**config.mk**
```make
export PLATFORM = sky130hd
export DESIGN_NAME = fetch_unit_flat
export DESIGN_NICKNAME = d
export VERILOG_FILES = /design/src/rtl/fetch_unit_if.sv /design/src/rtl/fetch_unit.sv /design/src/flat_wrapper.sv
export SDC_FILE = /design/constraint.sdc
export NUM_CORES = 1
export LEC_CHECK = 0
export CORE_MARGIN = 2
export CORE_UTILIZATION = 60
export CTS_BUF_LIST = sky130_fd_sc_hd__clkbuf_8 sky130_fd_sc_hd__clkbuf_16
export DETAILED_ROUTE_END_ITERATION = 7
export DONT_BUFFER_PORTS = 1
export PLACE_DENSITY = 0.76
export SETUP_SLACK_MARGIN = 0.2
export SLEW_MARGIN = 30
export SYNTH_ARGS = -nofsm -noshare
export SYNTH_HDL_FRONTEND = slang
export SYNTH_SLANG_ARGS = --single-unit
```
**constraint.sdc**
```tcl
create_clock -name CLK -period 4.4 [get_ports CLK]
set_input_delay 0.66 -clock CLK [delete_from_list [all_inputs] [get_ports CLK]]
set_output_delay 0.66 -clock CLK [all_outputs]
set_load 0.02 [all_outputs]
```
**src/rtl/fetch_unit_if.sv**
```systemverilog
// Fetch-stage bus: instruction-memory read port, hazard/redirect controls
// and the bundle handed to the IF/ID register.
interface fetch_unit_if #(
  parameter int WIDTH = 32
);
  logic             STALL_F;
  logic             REDIRECT;
  logic [WIDTH-1:0] REDIRECT_PC;
  logic             IMEM_REQ;
  logic [WIDTH-1:0] IMEM_ADDR;
  logic             IMEM_RVALID;
  logic [WIDTH-1:0] IMEM_RDATA;
  logic [WIDTH-1:0] INST_F;
  logic [WIDTH-1:0] PCF;
  logic [WIDTH-1:0] PCPLUS4F;
  logic             VALID_F;

  modport master (
    input  STALL_F, REDIRECT, REDIRECT_PC, IMEM_RVALID, IMEM_RDATA,
    output IMEM_REQ, IMEM_ADDR, INST_F, PCF, PCPLUS4F, VALID_F
  );

  modport slave (
    output STALL_F, REDIRECT, REDIRECT_PC, IMEM_RVALID, IMEM_RDATA,
    input  IMEM_REQ, IMEM_ADDR, INST_F, PCF, PCPLUS4F, VALID_F
  );
endinterface

```
**src/rtl/fetch_unit.sv**
```systemverilog
// Instruction-fetch front end: owns the PC, keeps one memory read in flight,
// holds its bundle under stall and drops stale responses after a redirect.
module fetch_unit #(
  parameter int               WIDTH    = 32,
  parameter logic [WIDTH-1:0] RESET_PC = '0
) (
  input logic          CLK,
  input logic          RST,
  fetch_unit_if.master bus
);

  typedef enum logic [1:0] {
    ST_ISSUE,
    ST_WAIT,
    ST_HAND,
    ST_DRAIN
  } state_t;

  localparam logic [WIDTH-1:0] ALIGN_MASK = {{(WIDTH-2){1'b1}}, 2'b00};
  localparam logic [WIDTH-1:0] FOUR       = WIDTH'(4);

  state_t           state, state_n;
  logic [WIDTH-1:0] fetch_pc;
  logic             discard;
  logic             req;
  logic             valid_q;
  logic [WIDTH-1:0] inst_q, pc_q, pcplus4_q;

  always_comb begin
    state_n = state;
    req     = 1'b0;
    case (state)
      ST_ISSUE: begin
        if (!bus.REDIRECT && !bus.STALL_F) begin
          req     = 1'b1;
          state_n = ST_WAIT;
        end
      end
      ST_WAIT: begin
        if (bus.REDIRECT)
          state_n = bus.IMEM_RVALID ? ST_ISSUE : ST_DRAIN;
        else if (bus.IMEM_RVALID)
          state_n = ST_HAND;
      end
      ST_HAND: begin
        if (bus.REDIRECT) begin
          state_n = ST_ISSUE;
        end else if (!bus.STALL_F) begin
          // Bundle leaves at this edge; the next fetch overlaps with it.
          req     = 1'b1;
          state_n = ST_WAIT;
        end
      end
      ST_DRAIN: begin
        // A response landing with a redirect still retires the stale read.
        if (bus.IMEM_RVALID && discard)
          state_n = ST_ISSUE;
      end
      default: state_n = ST_ISSUE;
    endcase
  end

  always_ff @(posedge CLK or posedge RST) begin
    if (RST) begin
      state     <= ST_ISSUE;
      fetch_pc  <= RESET_PC;
      discard   <= 1'b0;
      valid_q   <= 1'b0;
      inst_q    <= '0;
      pc_q      <= '0;
      pcplus4_q <= '0;
    end else begin
      state <= state_n;
      if (bus.REDIRECT) begin
        fetch_pc  <= bus.REDIRECT_PC & ALIGN_MASK;
        valid_q   <= 1'b0;
        inst_q    <= '0;
        pc_q      <= '0;
        pcplus4_q <= '0;
        if (state == ST_WAIT && !bus.IMEM_RVALID)
          discard <= 1'b1;
      end else begin
        case (state)
          ST_WAIT: begin
            if (bus.IMEM_RVALID) begin
              inst_q    <= bus.IMEM_RDATA;
              pc_q      <= fetch_pc;
              pcplus4_q <= fetch_pc + FOUR;
              valid_q   <= 1'b1;
              fetch_pc  <= fetch_pc + FOUR;
            end
          end
          ST_HAND: begin
            if (!bus.STALL_F) begin
              valid_q   <= 1'b0;
              inst_q    <= '0;
              pc_q      <= '0;
              pcplus4_q <= '0;
            end
          end
          default: ;
        endcase
      end
      if (state == ST_DRAIN && bus.IMEM_RVALID)
        discard <= 1'b0;
    end
  end

  // Request is gated by reset so nothing is issued while the PC is reloading.
  assign bus.IMEM_REQ  = req & ~RST;
  assign bus.IMEM_ADDR = (req & ~RST) ? (fetch_pc & ALIGN_MASK) : '0;
  assign bus.INST_F    = inst_q;
  assign bus.PCF       = pc_q;
  assign bus.PCPLUS4F  = pcplus4_q;
  assign bus.VALID_F   = valid_q;

endmodule

```
**src/flat_wrapper.sv**
```systemverilog
// flat-port wrapper written by rule: the top's interface ports become plain ports
module fetch_unit_flat 
#(
  parameter int               WIDTH    = 32,
  parameter logic [WIDTH-1:0] RESET_PC = '0
)
  (CLK, RST, bus_STALL_F, bus_REDIRECT, bus_REDIRECT_PC, bus_IMEM_RVALID, bus_IMEM_RDATA, bus_IMEM_REQ, bus_IMEM_ADDR, bus_INST_F, bus_PCF, bus_PCPLUS4F, bus_VALID_F);
  fetch_unit_if #(.WIDTH(WIDTH)) bus_i ();
  input logic CLK;
  input logic RST;
  input wire logic [$bits(bus_i.STALL_F)-1:0] bus_STALL_F;
  input wire logic [$bits(bus_i.REDIRECT)-1:0] bus_REDIRECT;
  input wire logic [$bits(bus_i.REDIRECT_PC)-1:0] bus_REDIRECT_PC;
  input wire logic [$bits(bus_i.IMEM_RVALID)-1:0] bus_IMEM_RVALID;
  input wire logic [$bits(bus_i.IMEM_RDATA)-1:0] bus_IMEM_RDATA;
  output wire logic [$bits(bus_i.IMEM_REQ)-1:0] bus_IMEM_REQ;
  output wire logic [$bits(bus_i.IMEM_ADDR)-1:0] bus_IMEM_ADDR;
  output wire logic [$bits(bus_i.INST_F)-1:0] bus_INST_F;
  output wire logic [$bits(bus_i.PCF)-1:0] bus_PCF;
  output wire logic [$bits(bus_i.PCPLUS4F)-1:0] bus_PCPLUS4F;
  output wire logic [$bits(bus_i.VALID_F)-1:0] bus_VALID_F;
  assign bus_i.STALL_F = bus_STALL_F;
  assign bus_i.REDIRECT = bus_REDIRECT;
  assign bus_i.REDIRECT_PC = bus_REDIRECT_PC;
  assign bus_i.IMEM_RVALID = bus_IMEM_RVALID;
  assign bus_i.IMEM_RDATA = bus_IMEM_RDATA;
  assign bus_IMEM_REQ = bus_i.IMEM_REQ;
  assign bus_IMEM_ADDR = bus_i.IMEM_ADDR;
  assign bus_INST_F = bus_i.INST_F;
  assign bus_PCF = bus_i.PCF;
  assign bus_PCPLUS4F = bus_i.PCPLUS4F;
  assign bus_VALID_F = bus_i.VALID_F;
  fetch_unit #(.WIDTH(WIDTH), .RESET_PC(RESET_PC)) u_core (.CLK(CLK), .RST(RST), .bus(bus_i));
endmodule
```
# Word level (Yosys, flattened, before mapping)
# Index checks and enable logic that the tools add are counted.
word_totals:
  ff_bits: 132
classes:
  bitwise: 2
  eq_ne: 7
  n_reduce_logical: 17
  n_mux: 32
  addsub: 1
op_table:
  columns: ["cell", "n"]
  rows:
  - ["two-way mux 32 bit", 10]
  - ["one-hot mux 32 bit (2 select lines)", 3]
  - ["adder 32 x 3 -> 32 bit (second input constant)", 1]
  - ["two-way mux 2 bit", 7]
  - ["two-way mux 1 bit", 9]
  - ["one-hot mux 2 bit (4 select lines)", 1]
  - ["nonzero test 2 bit", 4]
  - ["inequality test 3 bit (second input constant)", 2]
  - ["equality test 2 bit (second input constant)", 2]
  - ["logical AND 1 bit", 4]
  - ["inequality test 2 x 1 -> 1 bit (second input constant)", 2]
  - ["one-hot mux 1 bit (2 select lines)", 2]
  - ["AND reduction 2 bit", 2]
  - ["AND reduction 4 bit", 1]
  - ["zero test 1 bit", 3]
  - ["AND reduction 3 bit", 1]
  - ["nonzero test 3 bit", 1]
  - ["equality test 2 x 1 -> 1 bit (second input constant)", 1]
  - ["zero test 2 bit", 1]
  - ["bitwise AND 1 bit", 1]
  - ["NOT 1 bit", 1]

# Depth between registers and ports, before layout
# Gate-level depths: netlist of run 1.
depth:
  ltp_word: 6
  ltp_mapped: 8

# Worst setup path after synthesis of run 1
# OpenSTA, ideal clock, no wires.
synth_path:
  path_kind: "input -> output"
  from: "in bus_REDIRECT"
  to: "out bus_IMEM_ADDR[22]"
  stages: 4
  arrival_time_ps: 1881
  slack_ps: 1859
  cell_sequence: "clkbuf_1 nor4_1 clkbuf_1 and2_1"
synth_via:
  elab_chain_cells: 6
  elab_cells_between_ends: 7
synth_lines:
  columns: ["element", "line_no", "rtl"]
  rows:
  - ["start, declared", "flat_wrapper.sv:12", "input wire logic [$bits(bus_i.REDIRECT)-1:0] bus_REDIRECT;"]
  - ["zero test 1 bit", "fetch_unit.sv:34", "if (!bus.REDIRECT && !bus.STALL_F) begin"]
  - ["logical AND 1 bit", "fetch_unit.sv:34", null]
  - ["two-way mux 1 bit", "fetch_unit.sv:34", null]
  - ["one-hot mux 1 bit (2 select lines) (*)", "fetch_unit.sv:32", "case (state)"]
  - ["bitwise AND 1 bit (*)", null, null]
  - ["net bus_IMEM_REQ", "flat_wrapper.sv:16", "output wire logic [$bits(bus_i.IMEM_REQ)-1:0] bus_IMEM_REQ;"]
  - ["two-way mux 32 bit (*)", "fetch_unit.sv:111", "assign bus.IMEM_ADDR = (req & ~RST) ? (fetch_pc & ALIGN_MASK) : '0;"]
  - ["end, declared", "flat_wrapper.sv:17", "output wire logic [$bits(bus_i.IMEM_ADDR)-1:0] bus_IMEM_ADDR;"]
# The timed path passes the listed nets; every way through them passes the cells marked *.

# Worst setup path in the final report of run 1
layout_path:
  from: "reg u_core.state[0]"
  to: "out bus_IMEM_ADDR[30]"
layout_via:
  elab_chain_cells: 4
  elab_cells_between_ends: 5
layout_lines:
  columns: ["element", "line_no", "rtl"]
  rows:
  - ["start, declared", "fetch_unit.sv:22", "state_t state, state_n;"]
  - ["start signal, assigned", "fetch_unit.sv:73", "state <= state_n;"]
  - ["equality test 2 bit or zero test 2 bit (tied branches)", "fetch_unit.sv:32", null]
  - ["one-hot mux 1 bit (2 select lines) (*)", "fetch_unit.sv:32", null]
  - ["bitwise AND 1 bit (*)", null, null]
  - ["net bus_IMEM_REQ", "flat_wrapper.sv:16", null]
  - ["two-way mux 32 bit (*)", "fetch_unit.sv:111", null]
# Marks and branches as above.

==> results of run 1 <==
worst max path at each step:
stage                     from                      end  slack, ps  cells past startpoint
4_1_cts        u_core.state[0]        bus_IMEM_ADDR[30]       1730                      3
6_report       u_core.state[0]        bus_IMEM_ADDR[30]       1750                      3
3_5_place_dp   bus_IMEM_RVALID  u_core.bus.PCPLUS4F[27]       1670                      5
3_3_place_gp   bus_IMEM_RVALID  u_core.bus.PCPLUS4F[22]       1470                      5
5_1_grt        u_core.state[0]  u_core.bus.PCPLUS4F[22]       1630                      5
2_1_floorplan              RST     u_core.bus.INST_F[0]        360                      1
sequential cells by signal (all words and copies together), names as in the netlist:
signal and count:
u_core.bus.VALID_F 1, u_core.bus.INST_F 32, u_core.state 2, u_core.bus.PCPLUS4F 31, u_core.fetch_pc 30, u_core.discard 1
u_core.bus.PCF 30
power by group through the flow:
stage | clock network (mW) | registers, mW | logic [mW]
2_1_floorplan | 0 | 1.36 | 0.260
3_3_place_gp | 0 | 1.42 | 0.229
3_5_place_dp | 0 | 1.42 | 0.241
4_1_cts | 1.49 | 1.40 | 0.243
5_1_grt | 1.54 | 1.42 | 0.267
6_report | 1.47 | 1.41 | 0.241
metrics by stage:
stage | util (%) | setup slack [ps] | power [mW] | std cells | hold WS (ps)
after global routing | 67.0 | 1630 | 3.23 | 663 | 214
after global placement | 60.6 | 1470 | 1.65 | 632 | 509
after CTS | 67.0 | 1730 | 3.14 | 663 | 203
after detailed placement | 60.7 | 1670 | 1.66 | 632 | 547
final | 67.0 | 1750 | 3.12 | 663 | 108
after floorplan | - | 356 | 1.62 | 553 | 484
cells in the final DEF, fill, tap and decap left out, drive strengths merged, types with 10 or more instances in the layout:
master  Yosys  routed
dfrtp     127     127
a22o       91      91
nand2      56      56
o21ai      34      34
and2       33      33
xnor2      31      31
xor2       26      26
nand3      24      24
clkbuf     31      19
nand4      15      15
nor2       14      14
nor3       10      10
inv         6      10
kinds of logic after synthesis:
logic type | synth area share, %
adder cells (fa/ha/maj) | 0.208
AND/OR/NAND/NOR | 15.6
multiplexers | 0.166
flip-flops | 52.7
buffers and inverters | 6.23
other | 0.0622
XOR/XNOR | 8.28
AO/OA/AOI/OAI | 16.7
worst reg2reg max path: cells and delay by family (launching register included):
kind | cells | cell delay [ps]
compound gates | 1 | 340
buf+inv | 1 | 730
flops | 1 | 470
simple gates | 3 | 1020
synthesized netlist by cell type, types with 2 or more instances:
cell      number
nand2_1       56
xnor2_1       31
nor3_1         8
and2_1        32
nand3_1       22
a21oi_1        2
o21ai_0       28
and3_1         2
nor4_1         4
nor3_2         2
dfrtp_1      127
nor2_1        14
inv_1          6
nor4_4         3
buf_2         11
xor2_1        26
buf_4          9
a22o_1        90
o21ai_1        6
and4_1         3
buf_1          5
clkbuf_1      24
clkbuf_8       6
nand3_4        2
nand4_1       14
o31ai_1        2
metal layers:
layer  track usage, %  vias to the layer above  share of wire, %
met3             8.21                       32               7.2
li1                 -                     1876                 -
met1             36.0                     2161                42
met4             12.0                        0               2.7
met2             43.4                      196                48
met5                0                        -                 0
final cells by class:
class	instances	share of cell area [%]
clock buffers	19	6.74
clock inverters	12	2.79
inverters	6	0.458
multi-input cells	361	38.2
flip-flops and latches	127	48.5
well taps	133	2.54
repair buffers	5	0.764
==> results.json, run 1 <==
{
  "htree_levels": 4,
  "numCtsBuffers": 17,
  "ant_nets": 0,
  "cp.arrival_ps": 1990,
  "max-vdd-ir-drop_mv": 0.286,
  "finClkSkew_ps": 7.85,
  "ys_ff_latch": 127,
  "clockPowerShare_pct": 47.3,
  "endpoint_kind": "output pin",
  "clockRootBuffer": "clkbuf_8",
  "dpl.hpwl_um": 9280,
  "multi_input_area_um2": 2500,
  "path_buf_inv": 1,
  "num_vias": 4265,
  "fin_crit_sh_pct": 60.2,
  "rsz0062_at_grt": "false",
  "cp.required_ps": 3740,
  "drc": 0,
  "antenna_found_initial": 0,
  "yosysSeqAreaShare_pct": 52.7,
  "drv_slew": 0,
  "routedWlPerCell_um": 22.0,
  "final_net_count": 588,
  "cts_tree": "built",
  "worstSetupStartpointType": "register",
  "core_area_um2": 9770,
  "cts_resized": 0,
  "grt_max_degree": 128,
  "cts_buffer_depth": 2,
  "antennaDiodeCount": 0,
  "reg2reg_slack_ps": 1780,
  "synth_top_cell_area_share_pct": 52.7,
  "syn_inst": 552,
  "critPathTopFamily": "simple AND/OR/NAND/NOR gates",
  "crit_slowest_cell": "dfrtp_1",
  "synth_top_cells_by_area": "dfrtp_1, a22o_1, xnor2_1",
  "routed_wl_um": 14600,
  "setup-tns-final_ps": 0,
  "crit_path_cell_trace": "nor4_2 > buf_4 > and2_1",
  "drt_iter0_markers": 294,
  "comb_power_share_pct": 7.7,
  "grt_pass1_vias": 4301,
  "stdcell_area_um2": 6550,
  "syn_area_per_cell_um2": 10.9,
  "worst_pin_slew_ps": 922,
  "register_area_um2": 3180,
  "area_delta_synth_final_pct": 8.70,
  "grt_overflow_total": 0,
  "yosys.area.top_type": "dfrtp_1",
  "fin_crit_ps": 2650,
  "slowest_delay_ps": 470,
  "r2r_cells": 5,
  "die_x_um": 104,
  "synthFlopType": "dfrtp_1",
  "syn_area_um2": 6030,
  "seqPwrFrac_pct": 45.0,
  "start_util_pct": 61.7,
  "critPathMaxFanout": 20,
  "place_area_um2": 5930,
  "synth_edf_count": 0,
  "setup_viol_count_final": 0,
  "maxSlewHeadroom_pct": 38.0,
  "drive_above_1_share_pct": 9.62,
  "place_congestion": 0.797,
  "run_status": "finished, final reports clean",
  "power.internal_mw": 2.29,
  "cts_num_sinks": 127,
  "ys_async_sr_fraction_pct": 100,
  "p_leak_nw": 2.90,
  "clk_pin_slew_ps": 60,
  "viasPerCell": 6.43,
  "hold_viol_final": 0,
  "dr.pass1.iters": 4,
  "switching_share_pct": 26.8,
  "grt_usage_pct": 27.7,
  "ys_warn_count": 0,
  "ys_types": 43,
  "insertion_delay_ps": 520,
  "drv_cap": 0,
  "switching_power_mw": 0.835,
  "post_cts_buffers": 0,
  "max_freq_ghz": 0.378,
  "cts_hold_buf": 0,
  "grt_pass1_wl_um": 23400,
  "portBuffers": 0,
  "r2r_end": "u_core.bus.PCPLUS4F[15]",
  "rr_startpoint": "u_core.state[0]",
  "hold_class": "primary input to asynchronous set/reset pin",
  "path_class": "register to output pin",
  "fillers": 723,
  "io_pins": 199,
  "rows": 36,
  "dieArea_um2": 10900,
  "die_h_um": 104,
  "power.density_nw_per_um2": 476
}
Power figures use the tool's default switching activity.
==> run 2, diff against run 1 <==
Settings changed: CORE_UTILIZATION 60 to 57, PLACE_DENSITY 0.76 to 0.75.
Clock period 4.4 ns to 2.35 ns, I/O delays scaled along.
==> run 2 against run 1 <==
  * Clock skew about the same
  * Combinational power rose to 2.7 times the previous value
  * Via count up 7.5%
  * Critical endpoint is now bus_IMEM_ADDR[19]
  * Highest routed layer unchanged
==> results.json, run 2 (synthesis gave the netlist of run 1 again) <==
{
  "run_status": "finished, final reports clean",
  "rows": 37,
  "portBuffers": 0,
  "largest_reg_flops": 32,
  "grt_pass1_vias": 4685,
  "switching_share_pct": 28.8,
  "clk_pin_slew_ps": 60,
  "drv_cap": 0,
  "path_class": "register to output pin",
  "antennaDiodeCount": 0,
  "worstSetupStartpointType": "register",
  "power.internal_mw": 4.14,
  "setup-tns-final_ps": 0,
  "r2r_end": "u_core.bus.PCPLUS4F[22]",
  "seqPwrFrac_pct": 45.0,
  "hold_class": "primary input to register",
  "finClkSkew_ps": 7.39,
  "r2r_cells": 6,
  "switching_power_mw": 1.67,
  "htree_levels": 4,
  "power.density_nw_per_um2": 786,
  "final_cell_mix": "dfrtp_1, a22o_1, dlygate4sd3_1",
  "ant_nets": 0,
  "crit_slowest_cell": "dfrtp_2",
  "crit_path_cell_trace": "nor4_4 > buf_4 > buf_6 > and2_2",
  "clockRootBuffer": "clkbuf_8",
  "drive_above_1_share_pct": 15.8,
  "comb_power_share_pct": 11.1,
  "rr_startpoint": "u_core.fetch_pc[2]",
  "viasPerCell": 6.06,
  "layout_commonest_cell": "dfrtp_1",
  "path_buf_inv": 2,
  "drt_iter0_markers": 317,
  "hold_viol_final": 0,
  "grt_max_degree": 125,
  "drv_slew": 0,
  "core_area_um2": 10300,
  "setup_viol_count_final": 0,
  "cts_tree": "built",
  "start_util_pct": 58.7,
  "crit_end": "bus_IMEM_ADDR[19]",
  "fillers": 734,
  "numCtsBuffers": 17,
  "startpoint": "u_core.state[0]",
  "cp.required_ps": 2000,
  "num_vias": 4584,
  "io_pins": 199,
  "fin_crit_sh_pct": 89.3,
  "routed_wl_um": 16100,
  "p_leak_nw": 3.29,
  "max-vdd-ir-drop_mv": 0.814,
  "grt_overflow_total": 0,
  "dr.pass1.iters": 5,
  "antenna_found_initial": 0,
  "grt_pass1_wl_um": 25000,
  "maxSlewHeadroom_pct": 49.8,
  "fin_util_pct": 71.9,
  "path_depth": 4,
  "routedWlPerCell_um": 21.3,
  "dieArea_um2": 11400,
  "drc": 0,
  "dpl.hpwl_um": 9670,
  "worst_pin_slew_ps": 753,
  "area_delta_synth_final_pct": 22.6,
  "max_freq_ghz": 0.476,
  "cts_num_sinks": 127,
  "cts_buffer_depth": 2,
  "fin_crit_ps": 2100,
  "endpoint_kind": "output pin",
  "rsz0062_at_grt": "true",
  "slowest_delay_ps": 430,
  "cp.arrival_ps": 1750,
  "place_congestion": 0.829,
  "critPathTopFamily": "simple AND/OR/NAND/NOR gates",
  "grt_usage_pct": 28.8,
  "critPathMaxFanout": 11,
  "reg2reg_slack_ps": 270,
  "clockPowerShare_pct": 44.0,
  "die_x_um": 107,
  "die_h_um": 107,
  "insertion_delay_ps": 540,
  "final_net_count": 677
}
==> run 2: cell types whose count changed in the layout (fill, tap and decap cells not counted), moves of 2 or more <==
| cell | previous run | this run |
|---|---|---|
| and2_1 | 32 | 12 |
| and2_2 | 1 | 14 |
| and2_4 | 0 | 7 |
| buf_4 | 4 | 25 |
| buf_6 | 0 | 2 |
| bufinv_16 | 4 | 2 |
| clkbuf_8 | 3 | 1 |
| clkinv_2 | 0 | 3 |
| clkinvlp_4 | 2 | 4 |
| dlygate4sd3_1 | 0 | 65 |
==> run 2: through the flow <==
stage / area (um^2) / total power [mW] / std cells / setup WS, ps / hold slack [ps]
3_3_place_gp: 6040 / 3.12 / 651 / 322 / 120
6_report: 7390 / 5.81 / 756 / 251 / 58.6
3_5_place_dp: 6040 / 3.14 / 651 / 264 / 124
2_1_floorplan: 6040 / 3.03 / 553 / 424 / 451
5_1_grt: 7390 / 6.01 / 756 / 138 / 61.3
4_1_cts: 7350 / 5.82 / 753 / 224 / 21.4
==> run 2: timing repair <==
action | in CTS | in global routing
hold buffers | 66 | 0
setup endpoints to repair | 31 | 39
hold endpoints to repair | 192 | 0
pin swaps | 1 | 1
resized for setup | 17 | 14
buffers inserted | 4 | 3
==> run 2: layout make-up <==
cell class | count | area, um^2 | area share (%)
Timing Repair Buffer | 94 | 901 | 12.2
Clock buffer | 17 | 414 | 5.60
Clock inverter | 15 | 161 | 2.18
Tap cell | 136 | 170 | 2.30
Sequential cell | 127 | 3180 | 43.0
Multi-Input combinational cell | 361 | 2540 | 34.4
Inverter | 6 | 26.3 | 0.355
==> run 2: tightest hold or removal path, delay by kind of cell <==
family          cells  cell delay, ps
simple gates        2             130
compound gates      1              70
==> run 2: worst min-delay path by stage <==
stage | slack [ps] | from | end | cells past startpoint
floorplan | 450 | bus_STALL_F | u_core.state[0] | 1
global placement | 120 | RST | u_core.state[0] | 1
detailed placement | 120 | RST | u_core.state[0] | 1
CTS | 20 | bus_IMEM_RVALID | u_core.discard | 3
finish | 60 | bus_IMEM_RVALID | u_core.discard | 3
global route | 60 | bus_IMEM_RVALID | u_core.discard | 3
==> run 2: power by group through the flow <==
stage	clock (mW)	combinational [mW]	sequential (mW)
finish	2.55	0.643	2.61
global route	2.68	0.698	2.63
CTS	2.59	0.628	2.60
detailed placement	0	0.503	2.64
global placement	0	0.487	2.64
floorplan	0	0.487	2.55
==> run 2: routing by layer <==
layer / track usage [%] / wire (um) / vias up
met5: 0 / 0 / -
met4: 10.1 / 254 / 0
met3: 9.67 / 1100 / 23
met2: 47.5 / 8170 / 183
met1: 35.5 / 6610 / 2333
li1: - / - / 2045
==> run 3, diff against run 2 <==
Settings changed: GPL_TIMING_DRIVEN from default to 0, HOLD_SLACK_MARGIN from default to 0.02, SLEW_MARGIN 30 to default.
==> run 3 against run 2 <==
  * Count of clock-buffer cells in the layout is 1 higher
  * Via count up 6.3%
  * Die area unchanged
  * Critical path type unchanged
  * Critical endpoint is now bus_IMEM_ADDR[4]
  * Largest cell class unchanged
==> results.json, run 3 (synthesis gave the netlist of run 1 again) <==
{
  "hold_viol_final": 0,
  "rsz0062_at_grt": "true",
  "power.total_mw": 5.88,
  "grt_max_degree": 45,
  "place_congestion": 0.875,
  "critPathMaxFanout": 10,
  "cp.required_ps": 2000,
  "path_class": "register to output pin",
  "viasPerCell": 6.15,
  "ant_nets": 0,
  "die_h_um": 107,
  "antenna_found_initial": 0,
  "cts_tree": "built",
  "rows": 37,
  "routedWlPerCell_um": 22.2,
  "cts_buffer_depth": 2,
  "drv_cap": 0,
  "cts_num_sinks": 127,
  "portBuffers": 0,
  "final_cell_mix": "dfrtp_1, a22o_1, dlygate4sd3_1",
  "layout_commonest_cell": "dfrtp_1",
  "power.internal_mw": 4.18,
  "routed_wl_um": 17600,
  "fin_crit_sh_pct": 90.5,
  "switching_power_mw": 1.70,
  "clockPowerShare_pct": 43.4,
  "crit_slowest_cell": "dfrtp_1",
  "numCtsBuffers": 17,
  "path_buf_inv": 3,
  "core_area_um2": 10300,
  "slowest_delay_ps": 360,
  "area_delta_synth_final_pct": 27.1,
  "switching_share_pct": 28.9,
  "finClkSkew_ps": 9.31,
  "insertion_delay_ps": 530,
  "drv_slew": 0,
  "seqPwrFrac_pct": 43.4,
  "worstSetupStartpointType": "register",
  "max_freq_ghz": 0.470,
  "crit_path_cell_trace": "buf_4 > nor4_4 > buf_4 > buf_4 > and2_2",
  "p_leak_nw": 3.46,
  "fin_crit_ps": 2130,
  "start_util_pct": 58.7,
  "io_pins": 199,
  "dieArea_um2": 11400,
  "htree_levels": 4,
  "dpl.hpwl_um": 11100,
  "max-vdd-ir-drop_mv": 0.403,
  "antennaDiodeCount": 0,
  "dr.pass1.iters": 5,
  "drt_iter0_markers": 368,
  "grt_pass1_wl_um": 27600,
  "worst_pin_slew_ps": 673,
  "drc": 0,
  "drive_above_1_share_pct": 19.7,
  "num_vias": 4874,
  "hold_class": "primary input to register",
  "fin_util_pct": 74.5,
  "grt_overflow_total": 0,
  "grt_usage_pct": 31.9,
  "largest_reg_flops": 32,
  "final_net_count": 713,
  "layout_setup_ws_ps": 222,
  "clk_pin_slew_ps": 60,
  "comb_power_share_pct": 13.2,
  "cpMostUsedCell": "buf_4",
  "grt_pass1_vias": 5136,
  "die_x_um": 107,
  "power.density_nw_per_um2": 768,
  "endpoint_kind": "output pin",
  "clockRootBuffer": "clkbuf_8",
  "critPathTopFamily": "buffers and inverters",
  "run_status": "finished, final reports clean",
  "maxSlewHeadroom_pct": 55.1,
  "setup_viol_count_final": 0,
  "pre_cts_ws_ps": -504,
  "cp.arrival_ps": 1780
}
-- run 3: tightest hold or removal path: cells and delay by family --
family,cells,cell delay [ps]
AO/OA/AOI/OAI,2,110
AND/OR/NAND/NOR,1,60
-- run 3: what timing repair did --
item,CTS,global route
setup endpoints to repair,55,109
pin swaps,1,6
setup buffers,2,2
hold buffers,64,0
gates resized for setup,33,55
hold endpoints to repair,146,0
-- run 3: layer usage --
layer | part of all wire (%) | vias to the layer above | GRT usage (%)
met1 | 40 | 2432 | 41.5
met4 | 2.7 | 0 | 13.9
met5 | 0 | - | 0
met3 | 7.7 | 44 | 8.39
li1 | - | 2128 | -
met2 | 49 | 270 | 50.5
-- run 3: power groups by stage --
stage | Clock [mW] | Sequential [mW] | Combinational, mW
2_1_floorplan | 0 | 2.55 | 0.487
3_3_place_gp | 0 | 2.58 | 0.602
3_5_place_dp | 0 | 2.58 | 0.636
4_1_cts | 2.55 | 2.55 | 0.742
5_1_grt | 2.67 | 2.57 | 0.842
6_report | 2.55 | 2.55 | 0.774
-- run 3: worst paths after layout --
path	startpoint	slack, ps	endpoint	depth (start not counted)
max	u_core.state[0]	220	bus_IMEM_ADDR[4]	5
max in group asynchronous	RST	1420	u_core.bus.PCPLUS4F[31]	4
min reg2reg	u_core.discard	540	u_core.discard	2
min	bus_IMEM_RVALID	30	u_core.state[0]	3
max reg2reg	u_core.state[1]	290	u_core.bus.INST_F[0]	5
min in group asynchronous	RST	220	u_core.state[0]	2
-- run 3: layout make-up --
cell class	instances	area, um^2
tap	136	170
sequential	127	3180
multi-input combinational	361	2600
clock inverter	14	141
buffer	59	383
timing repair buffer	71	731
fill	680	2620
inverter	6	26.3
clock buffer	18	428
-- run 3: through the flow --
step	std cells	instance area, um^2	TNS, ps	hold slack, ps
floorplan	553	6040	0	451
global placement	689	6210	-29570	454
detailed placement	692	6270	-8800	125
CTS	790	7550	0	21.5
global route	792	7660	0	57.8
finish	792	7660	0	29.1
